File: src/rtl/ddr_axi_burst_master.sv
// Single-burst AXI4 master in front of the DDR3 controller's 128-bit slave port.
// Takes one command at a time, issues one INCR burst, passes the W and R
// streams straight through, and reports completion status.
module ddr_axi_burst_master #(
  parameter logic [3:0] AXI_ID     = 4'h0,
  parameter int         ADDR_WIDTH = 28,
  parameter int         DATA_WIDTH = 128
) (
  input  logic                    axi_clk,
  input  logic                    aresetn,
  // command
  input  logic                    cmd_valid,
  output logic                    cmd_ready,
  input  logic                    cmd_write,
  input  logic [ADDR_WIDTH-1:0]   cmd_addr,
  input  logic [7:0]              cmd_len,
  // write stream
  input  logic [DATA_WIDTH-1:0]   wr_data,
  input  logic                    wr_valid,
  output logic                    wr_ready,
  // read stream
  output logic [DATA_WIDTH-1:0]   rd_data,
  output logic                    rd_valid,
  input  logic                    rd_ready,
  output logic                    rd_last,
  // status
  output logic                    busy,
  output logic                    done,
  output logic [1:0]              done_status,
  // AW
  output logic [3:0]              m_axi_awid,
  output logic [ADDR_WIDTH-1:0]   m_axi_awaddr,
  output logic [7:0]              m_axi_awlen,
  output logic [2:0]              m_axi_awsize,
  output logic [1:0]              m_axi_awburst,
  output logic                    m_axi_awlock,
  output logic [3:0]              m_axi_awcache,
  output logic [2:0]              m_axi_awprot,
  output logic [3:0]              m_axi_awqos,
  output logic                    m_axi_awvalid,
  input  logic                    m_axi_awready,
  // W
  output logic [DATA_WIDTH-1:0]   m_axi_wdata,
  output logic [DATA_WIDTH/8-1:0] m_axi_wstrb,
  output logic                    m_axi_wlast,
  output logic                    m_axi_wvalid,
  input  logic                    m_axi_wready,
  // B
  input  logic [3:0]              m_axi_bid,
  input  logic [1:0]              m_axi_bresp,
  input  logic                    m_axi_bvalid,
  output logic                    m_axi_bready,
  // AR
  output logic [3:0]              m_axi_arid,
  output logic [ADDR_WIDTH-1:0]   m_axi_araddr,
  output logic [7:0]              m_axi_arlen,
  output logic [2:0]              m_axi_arsize,
  output logic [1:0]              m_axi_arburst,
  output logic                    m_axi_arlock,
  output logic [3:0]              m_axi_arcache,
  output logic [2:0]              m_axi_arprot,
  output logic [3:0]              m_axi_arqos,
  output logic                    m_axi_arvalid,
  input  logic                    m_axi_arready,
  // R
  input  logic [3:0]              m_axi_rid,
  input  logic [DATA_WIDTH-1:0]   m_axi_rdata,
  input  logic [1:0]              m_axi_rresp,
  input  logic                    m_axi_rlast,
  input  logic                    m_axi_rvalid,
  output logic                    m_axi_rready
);

  typedef enum logic [2:0] {
    S_IDLE, S_CHECK, S_WRITE, S_WAIT_B, S_READ, S_READ_DATA, S_DONE
  } state_t;

  state_t                state;
  logic [ADDR_WIDTH-1:0] addr_q;
  logic [7:0]            len_q;
  logic [7:0]            beat_cnt;
  logic                  write_q;
  logic                  aw_done;
  logic                  w_done;
  logic                  rerr_q;

  // last beat index inside the 4KB page; bit 8 set means the burst spills over
  logic [8:0] page_end;
  assign page_end = {1'b0, addr_q[11:4]} + {1'b0, len_q};

  logic w_active, r_active, last_beat;
  assign w_active  = (state == S_WRITE) && !w_done;
  assign r_active  = (state == S_READ_DATA);
  assign last_beat = (beat_cnt == len_q);

  // Fixed AXI attributes: 16-byte INCR, normal access
  assign m_axi_awid    = AXI_ID;
  assign m_axi_awaddr  = addr_q;
  assign m_axi_awlen   = len_q;
  assign m_axi_awsize  = 3'b100;
  assign m_axi_awburst = 2'b01;
  assign m_axi_awlock  = 1'b0;
  assign m_axi_awcache = 4'h0;
  assign m_axi_awprot  = 3'h0;
  assign m_axi_awqos   = 4'h0;
  assign m_axi_arid    = AXI_ID;
  assign m_axi_araddr  = addr_q;
  assign m_axi_arlen   = len_q;
  assign m_axi_arsize  = 3'b100;
  assign m_axi_arburst = 2'b01;
  assign m_axi_arlock  = 1'b0;
  assign m_axi_arcache = 4'h0;
  assign m_axi_arprot  = 3'h0;
  assign m_axi_arqos   = 4'h0;
  assign m_axi_wstrb   = '1;

  // W and R streams are zero-latency pass-throughs, closed outside their phase
  assign m_axi_wvalid  = w_active & wr_valid;
  assign wr_ready      = w_active & m_axi_wready;
  assign m_axi_wdata   = w_active ? wr_data : '0;
  assign m_axi_wlast   = w_active & last_beat;
  assign m_axi_bready  = (state == S_WAIT_B);
  assign rd_valid      = r_active & m_axi_rvalid;
  assign m_axi_rready  = r_active & rd_ready;
  assign rd_data       = r_active ? m_axi_rdata : '0;
  assign rd_last       = r_active & m_axi_rlast;
  assign busy          = (state != S_IDLE);

  logic aw_hs, w_hs, w_last_hs, r_hs, r_end, r_bad;
  assign aw_hs     = m_axi_awvalid & m_axi_awready;
  assign w_hs      = m_axi_wvalid & m_axi_wready;
  assign w_last_hs = w_hs & m_axi_wlast;
  assign r_hs      = m_axi_rvalid & m_axi_rready;
  assign r_end     = r_hs & (m_axi_rlast | last_beat);
  // rlast must coincide exactly with the expected final beat
  assign r_bad     = m_axi_rlast != last_beat;

  logic unused_ok;
  assign unused_ok = ^{m_axi_bid, m_axi_rid, m_axi_bresp[0], m_axi_rresp[0]};

  // Command sequencer: accept, screen, run one burst, report
  always_ff @(posedge axi_clk) begin
    if (!aresetn) begin
      state         <= S_IDLE;
      cmd_ready     <= 1'b1;
      done          <= 1'b0;
      done_status   <= 2'd0;
      m_axi_awvalid <= 1'b0;
      m_axi_arvalid <= 1'b0;
      addr_q        <= '0;
      len_q         <= '0;
      write_q       <= 1'b0;
      beat_cnt      <= '0;
      aw_done       <= 1'b0;
      w_done        <= 1'b0;
      rerr_q        <= 1'b0;
    end else begin
      done <= 1'b0;
      case (state)
        S_IDLE: if (cmd_valid) begin
          addr_q    <= cmd_addr;
          len_q     <= cmd_len;
          write_q   <= cmd_write;
          cmd_ready <= 1'b0;
          state     <= S_CHECK;
        end
        S_CHECK: begin
          beat_cnt <= '0;
          aw_done  <= 1'b0;
          w_done   <= 1'b0;
          rerr_q   <= 1'b0;
          if (addr_q[3:0] != 4'h0 || page_end[8]) begin
            done        <= 1'b1;
            done_status <= 2'd1;
            state       <= S_DONE;
          end else if (write_q) begin
            m_axi_awvalid <= 1'b1;
            state         <= S_WRITE;
          end else begin
            m_axi_arvalid <= 1'b1;
            state         <= S_READ;
          end
        end
        S_WRITE: begin
          if (aw_hs) begin
            m_axi_awvalid <= 1'b0;
            aw_done       <= 1'b1;
          end
          if (w_hs)      beat_cnt <= beat_cnt + 8'd1;
          if (w_last_hs) w_done   <= 1'b1;
          // AW and W may finish in either order
          if ((aw_done | aw_hs) && (w_done | w_last_hs)) state <= S_WAIT_B;
        end
        S_WAIT_B: if (m_axi_bvalid) begin
          done        <= 1'b1;
          done_status <= m_axi_bresp[1] ? 2'd2 : 2'd0;
          state       <= S_DONE;
        end
        S_READ: if (m_axi_arready) begin
          m_axi_arvalid <= 1'b0;
          state         <= S_READ_DATA;
        end
        S_READ_DATA: if (r_hs) begin
          beat_cnt <= beat_cnt + 8'd1;
          if (m_axi_rresp[1]) rerr_q <= 1'b1;
          if (r_end) begin
            done        <= 1'b1;
            done_status <= r_bad ? 2'd3 : ((rerr_q | m_axi_rresp[1]) ? 2'd2 : 2'd0);
            state       <= S_DONE;
          end
        end
        S_DONE: begin
          done_status <= 2'd0;
          cmd_ready   <= 1'b1;
          state       <= S_IDLE;
        end
        default: state <= S_IDLE;
      endcase
    end
  end

endmodule

File: config.mk
export PLATFORM = sky130hd
export DESIGN_NAME = ddr_axi_burst_master
export DESIGN_NICKNAME = d
export VERILOG_FILES = /design/src/rtl/ddr_axi_burst_master.sv
export SDC_FILE = /design/constraint.sdc
export NUM_CORES = 1
export LEC_CHECK = 0
export ABC_CLOCK_PERIOD_IN_PS = 2600
export CAP_MARGIN = 20
export CORE_AREA = 2 2 278 280
export DETAILED_ROUTE_END_ITERATION = 6
export DIE_AREA = 0 0 280 282
export PLACE_DENSITY = 0.33
export RECOVER_POWER = 50
export SYNTH_ARGS = -nofsm -noshare
export SYNTH_HDL_FRONTEND = slang
export SYNTH_SLANG_ARGS = --single-unit
File: constraint.sdc
create_clock -name axi_clk -period 2.6 [get_ports axi_clk]
set_clock_uncertainty 0.05 [all_clocks]
set_input_delay 0.39 -clock axi_clk [delete_from_list [all_inputs] [get_ports axi_clk]]
set_output_delay 0.39 -clock axi_clk [all_outputs]
set_load 0.01 [all_outputs]
* After elaboration in Yosys (flattened, before gate mapping)
Cells that the tools add are included.
** Word-level totals
- Register bits after elaboration :: 57
- Latch bits :: 0
- Bits in writable memories :: 0
- Memory bits (read-only) :: 0
- Bits of input ports :: 316
- Output and inout bits :: 400
- Logic and storage cells :: 119
- Memories kept :: 0
** Operators by class
- $add $sub $neg :: 2
- Multipliers :: 0
- Divide/modulo/power cells :: 0
- Order comparisons :: 0
- Eq/ne operators :: 22
- Shift operators :: 0
- Muxes and demuxes :: 44
- Bitwise operators :: 15
- Reduce and logical (&&, ||, !) cells :: 23
** Operators by type and width (count)
- $mux 128 :: 2
- $mux 3 :: 8
- $pmux 8 s3 :: 1
- $ne 2x2->1 const B :: 11
- $pmux 3 s6 :: 1
- $mux 8 :: 2
- $mux 1 :: 15
- $mux 2 :: 7
- $pmux 1 s2 :: 6
- $and 1x1->1 :: 11
- $add 8x8->9 :: 1
- $eq 3x3->1 const B :: 3
- $add 8x1->8 const B :: 1
- $eq 8x8->1 :: 1
- $pmux 2 s4 :: 1
- $reduce_and 2->1 :: 4
- $reduce_and 4->1 :: 2
- $reduce_bool 2->1 :: 4
- $reduce_bool 4->1 :: 2
- $eq 3x2->1 const B :: 2
- $ne 2x1->1 const B :: 3
- $reduce_and 3->1 :: 2
- $reduce_and 6->1 :: 1
- $reduce_bool 3->1 :: 2
- 9 further kinds :: 13

* Depth between registers and ports, before layout
Gate-level depths: netlist of run 1.
- Word-level depth :: 9
- Depth in mapped cells :: 8
- Mapped depth without buffers :: 8

* Worst setup path before layout of run 1
No wires, ideal clock.
- Path kind :: flip-flop to flip-flop
- Start point :: register len_q[1] (netlist: m_axi_arlen[1])
- End point :: register state[0]
- Library setup time :: 0.121 ns
- Data arrival time :: 1.920 ns
- Data required time :: 2.429 ns
- Slack :: 0.510 ns
- Stages on the path, launching flop included :: 8
- Path buffers :: 0
- Period minus slack after synthesis :: 2.090 ns
- Path through :: dfxtp_1 > xor2_1 > nor4_1 > nand2_1 > ha_1 > o21ai_0 > and3_1 > mux2_2
** Between the ends
- Longest elaborated chain between the ends :: 7
- Elaborated cells between the ends (all ways) :: 14
- Those cells by class :: add/sub: 1; eq/ne: 3; mux: 2; bitwise: 5; reduce/logical: 3
** RTL lines
- start, declared :: line 80 : logic [7:0] len_q;
- start signal, assigned :: line 162 : len_q <= cmd_len;
- parallel branches: the longest is 7 deep, another holds $add 8x8->9
- end signal, assigned :: line 192 : if ((aw_done | aw_hs) && (w_done | w_last_hs)) state <= S_WAIT_B;
- end signal, assigned :: line 197 : state <= S_DONE;
- end signal, assigned :: line 201 : state <= S_READ_DATA;
- end, declared :: line 78 : state_t state;
Parallel ways; which one is timed is not known.
A chain may end at the register's enable or synchronous reset.

* Worst setup path after layout of run 1
- Start point :: register state[0]
- End point :: output port m_axi_wdata[55]
** Between the ends
- Longest elaborated chain between the ends :: 3
** RTL lines
- start signal, assigned :: line 144 : state <= S_IDLE;
- start signal, assigned :: line 165 : state <= S_CHECK;
- start signal, assigned :: line 175 : state <= S_DONE;
- $eq 3x2->1 :: line 92 : assign w_active = (state == S_WRITE) && !w_done;
- $logic_and 1x1->1 :: line 92
- $mux 128 :: line 120 : assign m_axi_wdata = w_active ? wr_data : '0;
- end, declared :: line 43 : output logic [DATA_WIDTH-1:0] m_axi_wdata,
Every way passes these cells.

==> results summary, run 1 <==
The flow ran to the end, and the final reports show no timing, DRC or antenna violations. Summing all non-filler instances in the final layout gives an area of 13170 sq um. Timing analysis after detailed placement gives a worst setup slack of 0.1002 ns. The complex-gate fraction of the synthesized area is 10.35%. The total of endpoints with negative setup slack in the final report came out at 0. The placed instances occupy a cell area of 12550 sq um. After filler insertion, the fill cell instance count of the layout stands at 8498. At the end of routability-driven placement, the weighted congestion stood at 0.8090. In the synthesized netlist, mux cells make up 0.8021% of the area. The largest net degree at the start of global routing is 40. The leakage dissipation is 5.714 nW. Summing the areas of all and, or, nand and nor instances in the mapped netlist gives 45.24% of the synthesized area. The most frequent cell after synthesis is and2_1. The number of cells produced by synthesis is 730. The minimum hold slack came out at 0.4253 ns. The total CTS buffers is 9.

The final core utilization is 17.39%. The starting density of the core came out at 6.800%. During synthesis, Yosys emitted a total of 0 warnings. The number of antenna violations at the first check in global routing is 6. The number of pins exceeding their max-slew limit in the final report came out at 0. The depth of the worst register-to-register path is 8. The chip height came out at 282 microns. By area the synthesized netlist is led by and2_1, dfxtp_1, buf_4, nand2_1, a21oi_1. The clock insertion delay at the later pin of the skew report is 0.35 ns. The cell count after placement is 2309. The synthesized netlist occupies a cell area of 5147 sq um. The number of buffers on the longest clock path is 2.

The tree is rooted in a clkbuf_16. Counting every sink on the clock net gives 57. The detail-routed via count per cell came out at 2.942. The sequential fraction of the synthesis area came out at 22.17%. Global routing consumed, over all layers together, 9.123% of the routing resources. The setup slack of the critical path after layout came out at 0.09712 ns. The most frequently used flop master after synthesis is dfxtp_1. The total number of nets in the final design came out at 1683.

The dominant combinational cell family by area after synthesis is simple AND/OR/NAND/NOR gates. The critical path start-end classification is flip-flop to output port. Across the run, the number of max-cap violations was 0. The share of post-route cells with drive strength above 1 is 6.535%.

TritonCTS built the clock tree. The wire length after detailed routing came out at 39.49 mm. The number of synthesized register bits came out at 57. The period utilization is 96.26%. The clock transition at the registers of the reported paths came out at 0.06 ns.

After clock tree synthesis, the flow added hold-fix buffers numbering 0. The first-pass iteration count of the detailed router came out at 6. The required time at the endpoint of the critical path is 2.16 ns. The via count of the first global-routing pass came out at 7075. The peak supply drop came out at 0.2925 mV. The highest attainable clock frequency is 0.3995 GHz.

Power spread over the standard cell area amounts to 527.8 nW/um^2. In this run the biggest area consumer among cell types represents 32.21% of the synthesized area. The H-tree was split into 3 levels. The detailed-route wire length per cell is 16.82 microns.

The arrival time of the worst setup path is 2.06 ns. Adding up every negative setup slack in the final design gives 0 ns. The total design power came out at 6.949 mW.

The cell taking the most area after synthesis is and2_1. Once layout is complete, the cells apart from fillers number 2347. The sort of element at the end of the critical path is an output port. Relative to the synthesized area, the layout overhead comes to 155.8%. The smallest clock period supported by the final layout is computed as 2.503 ns.

The detailed-route DRC error count is 0. The depth of the worst hold-timing path is 2. The post-synthesis share of cell area spent on full adders, half adders and majority gates is 2.188%. The commonest cells after synthesis are and2_1, nand2_1, buf_4, dfxtp_1, a21oi_1. 716 I/O pins were placed. The highest net fanout along the worst path is 21. The sum of net half-perimeters after detailed placement is 32.71 mm. The count of cell types in the netlist is 47. The die covers 78960 sq um.

The floorplan step defined a core boundary enclosing 75700 sq um. The number of nets with antenna violations after detailed routing came out at 0. The standard-cell row count is 101.

The global-route congestion overflow total is 0. The post-synthesis share of cell area spent on xor and xnor gates is 1.361%. In this run the worst hold path is classified as flip-flop to flip-flop.

The final hold violation count is 0. The number of input and output port buffers inserted came out at 647. The worst setup path is launched from a flip-flop. The count of flip-flops with a built-in enable after synthesis is 0. The async set-reset flop share out of synthesis came out at 0%. The DRC violation total after the first TritonRoute iteration is 234. The wire length of the first global-routing pass came out at 51.74 mm. A synthesized cell averages 7.051 sq um. The number of vias in the routed layout came out at 6906. Setup repair after global routing could not meet its margin everywhere. The horizontal extent of the die came out at 280 microns.
==> per-layer routing <==
layer	routed length [microns]	track usage (%)	vias up
met5	13	0	-
met4	571	2.578	2
met3	2132	2.096	21
met2	19940	15.63	327
met1	16830	11.37	3129
li1	-	-	3427
==> layout make-up <==
| cell class | count | area, sq um | share of cell area (%) |
|---|---|---|---|
| multi-input combinational | 582 | 3337 | 25.35 |
| antenna | 7 | 17.52 | 0.1331 |
| inverter | 7 | 26.28 | 0.1996 |
| clock buffer | 10 | 239.0 | 1.815 |
| clock inverter | 5 | 103.9 | 0.7888 |
| tap | 978 | 1224 | 9.295 |
| sequential | 57 | 1144 | 8.687 |
| timing repair buffer | 701 | 7074 | 53.74 |
==> logic make-up after synthesis <==
group,after synthesis
compound gates,89
xor+xnor,8
fa+ha+maj,9
buf+inv,147
flops,57
mux,4
other cells,2
simple gates,414
==> worst paths after layout <==
check / startpoint / to / slack [ns]
max: state[0] / m_axi_wdata[55] / 0.1
min: done_status[1] / done_status[1] / 0.43
max reg2reg: beat_cnt[6] / state[0] / 0.25
min reg2reg: done_status[1] / done_status[1] / 0.43
==> cell usage in the layout, fill, tap and decap left out, types with 2 or more instances in the layout <==
cell             count
a211oi_1             2
a21boi_0             5
a21oi_1             49
a221o_1              2
a22o_1               2
a22oi_1              3
a31oi_1              3
and2_1             263
and3_1               2
buf_12              12
buf_4               35
buf_6                5
bufinv_16            3
clkbuf_16           12
clkdlybuf4s50_1    533
conb_1              58
dfxtp_1             55
dfxtp_2              2
diode_2              7
dlygate4sd2_1       87
dlymetal6s2s_1      24
ha_1                 9
inv_1                6
mux2i_1              3
nand2_1             97
nand2b_1             3
nand3_1              5
nor2_1              14
nor3_1              11
nor4_2               2
o21a_1               6
o21ai_0             10
o2bb2ai_1            2
or2_2                2
xor2_1               8
==> power by group <==
part	total [mW]	internal [mW]	leakage (nW)	switching [mW]
Sequential	1.15	1.02	0.466	0.134
Combinational	4.37	2.32	5.08	2.04
Clock	1.43	0.957	0.169	0.473
Total	6.95	4.30	5.71	2.65
==> state kept, by name (all words and copies together) (netlist names) <==
register	cells
rerr_q	1
write_q	1
done	1
m_axi_arlen	8
done_status	2
aw_done	1
state	3
m_axi_araddr	28
beat_cnt	8
m_axi_awvalid	1
cmd_ready	1
m_axi_arvalid	1
w_done	1
==> timing repair <==
item,4_1_cts,5_1_grt
gates cloned,2,3
pin swaps,3,3
resized for setup,99,31
setup endpoints to repair,170,54
setup buffers,5,7
==> critical path, stage by stage (launching register included) <==
cell             delay, ns
dfxtp_2               0.34
nor4b_4               0.27
buf_6                 0.16
buf_6                 0.18
and2_1                0.19
clkdlybuf4s50_1       0.55
Note: power is estimated with default switching activity, not from simulation.
==> run 2: changes to the inputs <==
==> constraint.sdc (replaced) <==
create_clock -name axi_clk -period 2.6 [get_ports axi_clk]
set_clock_uncertainty 0.05 [all_clocks]
set_input_delay 0.26 -clock axi_clk [delete_from_list [all_inputs] [get_ports axi_clk]]
set_output_delay 0.26 -clock axi_clk [all_outputs]
set_load 0.01 [all_outputs]
==> run 2 against run 1 <==
Combinational power shrank 3%. Worst setup slack lost 0.0036 ns. Total power shrank 2.7%. Sequential power is essentially flat. Sequential share of layout area grew 0.13 points. Register-to-register slack lost 0.16 ns. Core utilization shrank 0.21 points. Critical path depth grew 1. Hold slack lost 0.0080 ns. Cell count shrank 0.47%. Design area shrank 1.2%. Fmax shrank 0.14%. Critical path type is now flip-flop to flip-flop. Critical endpoint is now beat_cnt[5]. Largest power group unchanged.
==> results summary, run 2 (synthesis gave the netlist of run 1 again) <==
STA classifies the critical path endpoint as a flip-flop. The transition time at the pin with the least slew margin is 0.8682 ns. The number of input and output port buffers inserted came out at 647 (unchanged). The starting density of the core was 6.800% (unchanged).

The highest net fanout along the worst path is 18 (-14%). The detailed-route wire length per cell came out at 16.62 microns (-1.2%). The number of ports placed on the die boundary is 716 (unchanged). The TritonCTS sink count is 57 (unchanged). The area growth from synthesis to final layout came out at 152.7%.

The wire length of the first global-routing pass is 51.98 mm (+0.47%). The cell sitting at the root of the clock tree is a clkbuf_16. The met2 layer usage reported by global route came out at 16.04% (+0.41 points). The kind of start point of the critical path is a flip-flop. The number of pins exceeding their max-slew limit in the final report is 0 (unchanged). The total of endpoints with negative setup slack in the final report is 0 (unchanged). The number of buffers inserted by hold repair at cts came out at 0 (unchanged).

In the layout the commonest cells are clkdlybuf4s50_1, and2_1, nand2_1, dlygate4sd3_1, conb_1. The number of vias in the routed layout came out at 6945 (+0.56%). The total number of nets in the final design came out at 1676 (-0.42%).

The horizontal extent of the die is 280 microns (unchanged). The clock transition at the registers of the reported paths is 0.07 ns (about the same). The via count of the first global-routing pass was 7158 (+1.2%).

The global-route congestion overflow total is 0 (unchanged). The flow ran to the end, and the final reports show no timing, DRC or antenna violations. The met1 capacity usage during global routing is 10.86% (-0.51 points).

The wire length after detailed routing is 38.82 mm (-1.7%). The clock insertion delay at the later pin of the skew report is 0.34 ns (about the same). By startpoint and endpoint, the worst setup path is classified as flip-flop to flip-flop.

The detailed-route DRC error count came to 0 (unchanged). The total negative slack came to 0 ns (unchanged). The core region area came to 75700 sq um (unchanged). The share of post-route cells with drive strength above 1 came out at 5.973% (-0.56 points). The combined global-route utilization of all metal layers came to 9.065% (-0.058 points). TritonCTS built the clock tree.

The flip-flop count of the largest register, all copies and words added came out at 28 (unchanged). The highest attainable clock frequency was 0.3990 GHz (-0.14%). The final core utilization is 17.18% (-0.21 points). The total of max-cap violations came to 0 (unchanged). The die area is 78960 sq um (unchanged). The total power density per cell area is 519.9 nW/um^2 (-1.5%). The total CTS buffers was 9 (unchanged). The detail-routed via count per cell came out at 2.973 (+1.0%). The arrival time of the worst setup path came out at 2.73 ns (+0.67 ns). The worst max-slew margin expressed relative to the limit came out at 42.09%. Setup repair after global routing could not meet its margin everywhere. The chip height is 282 microns (unchanged).

The number of nets with antenna violations after detailed routing came out at 0 (unchanged). The flop-to-flop setup slack is 0.09 ns (-0.16 ns). The number of H-tree levels is 3 (unchanged). The library cell used most frequently in the layout, excluding fill and tap cells, is clkdlybuf4s50_1.

The standard-cell row count came to 101 (unchanged). The required time at the endpoint of the critical path is 2.82 ns (+0.66 ns). The number of buffers on the longest clock path was 2 (unchanged).

The sum of net half-perimeters after detailed placement came to 32.60 mm (-0.33%). The tightest min-delay check is of the flip-flop to flip-flop type. The first-pass iteration count of the detailed router is 4 (-2). The period utilization came to 96.40% (+0.14 points). The largest net degree at the start of global routing came out at 42 (+5.0%). The total design power came out at 6.761 mW (-2.7%). The leakage dissipation is 5.265 nW (-7.9%).

The peak supply drop is 0.2536 mV (-13%). The layer flagged by global routing as most heavily used is met2. The met3 demand-to-capacity share in global routing is 2.610% (+0.51 points). The DRC violation total after the first TritonRoute iteration is 203 (-13%).

The global placer's final weighted congestion is 0.8059 (-0.38%). The final hold violation count is 0 (unchanged). The minimum period implied by the final worst setup slack came out at 2.506 ns (+0.003622 ns). The number of antenna violations at the first check in global routing is 9 (+3).
-- run 2: cell count changes in the layout (fill, tap and decap cells not counted), sizes merged, moves of 5 or more --
cell,change
dlygate4sd2,-51
dlymetal6s2s,-22
clkdlybuf4s50,-14
buf,-9
diode,-5
dlygate4sd3,+86
-- run 2: worst paths after layout --
kind,from,endpoint,cells after the start
setup / recovery,state[0],beat_cnt[5],6
hold / removal,m_axi_araddr[23],m_axi_araddr[23],2
setup reg to reg,state[0],beat_cnt[5],6
hold reg to reg,m_axi_araddr[23],m_axi_araddr[23],2
-- run 2: metal layers --
layer	vias to the layer above	share of wire (%)
li1	3412	-
met1	3160	40
met2	343	51
met3	24	7.2
met4	6	1.4
met5	-	0.088
-- run 2: repair_timing --
item                       CTS  global route
cloned                       3             0
buffers inserted             4             0
gates resized for setup     44            12
setup endpoints to repair  157           121
pin swaps                    1             2
-- run 2: critical path, stage by stage, from the launching register on --
cell and delay [ns]:
dfxtp_4 0.37, nor4b_4 0.39, buf_4 0.33, nand3_2 0.15, a221o_2 0.48, or4_4 0.51, a21oi_2 0.15
-- run 2: report_power, final --
group	internal, mW	switching, mW	leakage (nW)	total [mW]
Clock	0.848	0.511	0.156	1.36
Sequential	1.02	0.141	0.466	1.16
Combinational	2.26	1.98	4.64	4.24
Total	4.13	2.63	5.27	6.76
-- run 2: cell type report --
type                       instances  area (sq um)
fill                            8489         62690
timing repair buffer             694          6942
multi-input combinational        582          3336
tap                              978          1224
sequential                        57          1146
clock buffer                       9         225.2
clock inverter                     7         102.6
inverter                           7         26.28
antenna                            2         5.005
-- run 2: metrics by stage --
step           instances  hold WS (ns)  cell area [sq um]  setup WS, ns
6_report            2336        0.4173              13010       0.09350
5_1_grt             2336        0.4119              13010      -0.03581
4_1_cts             2335        0.4040              13030      -0.02092
3_5_place_dp        2312        0.4175              12580        0.1333
3_3_place_gp        2312        0.4114              12580       0.03812
2_1_floorplan        786        0.3460               5358        0.5096
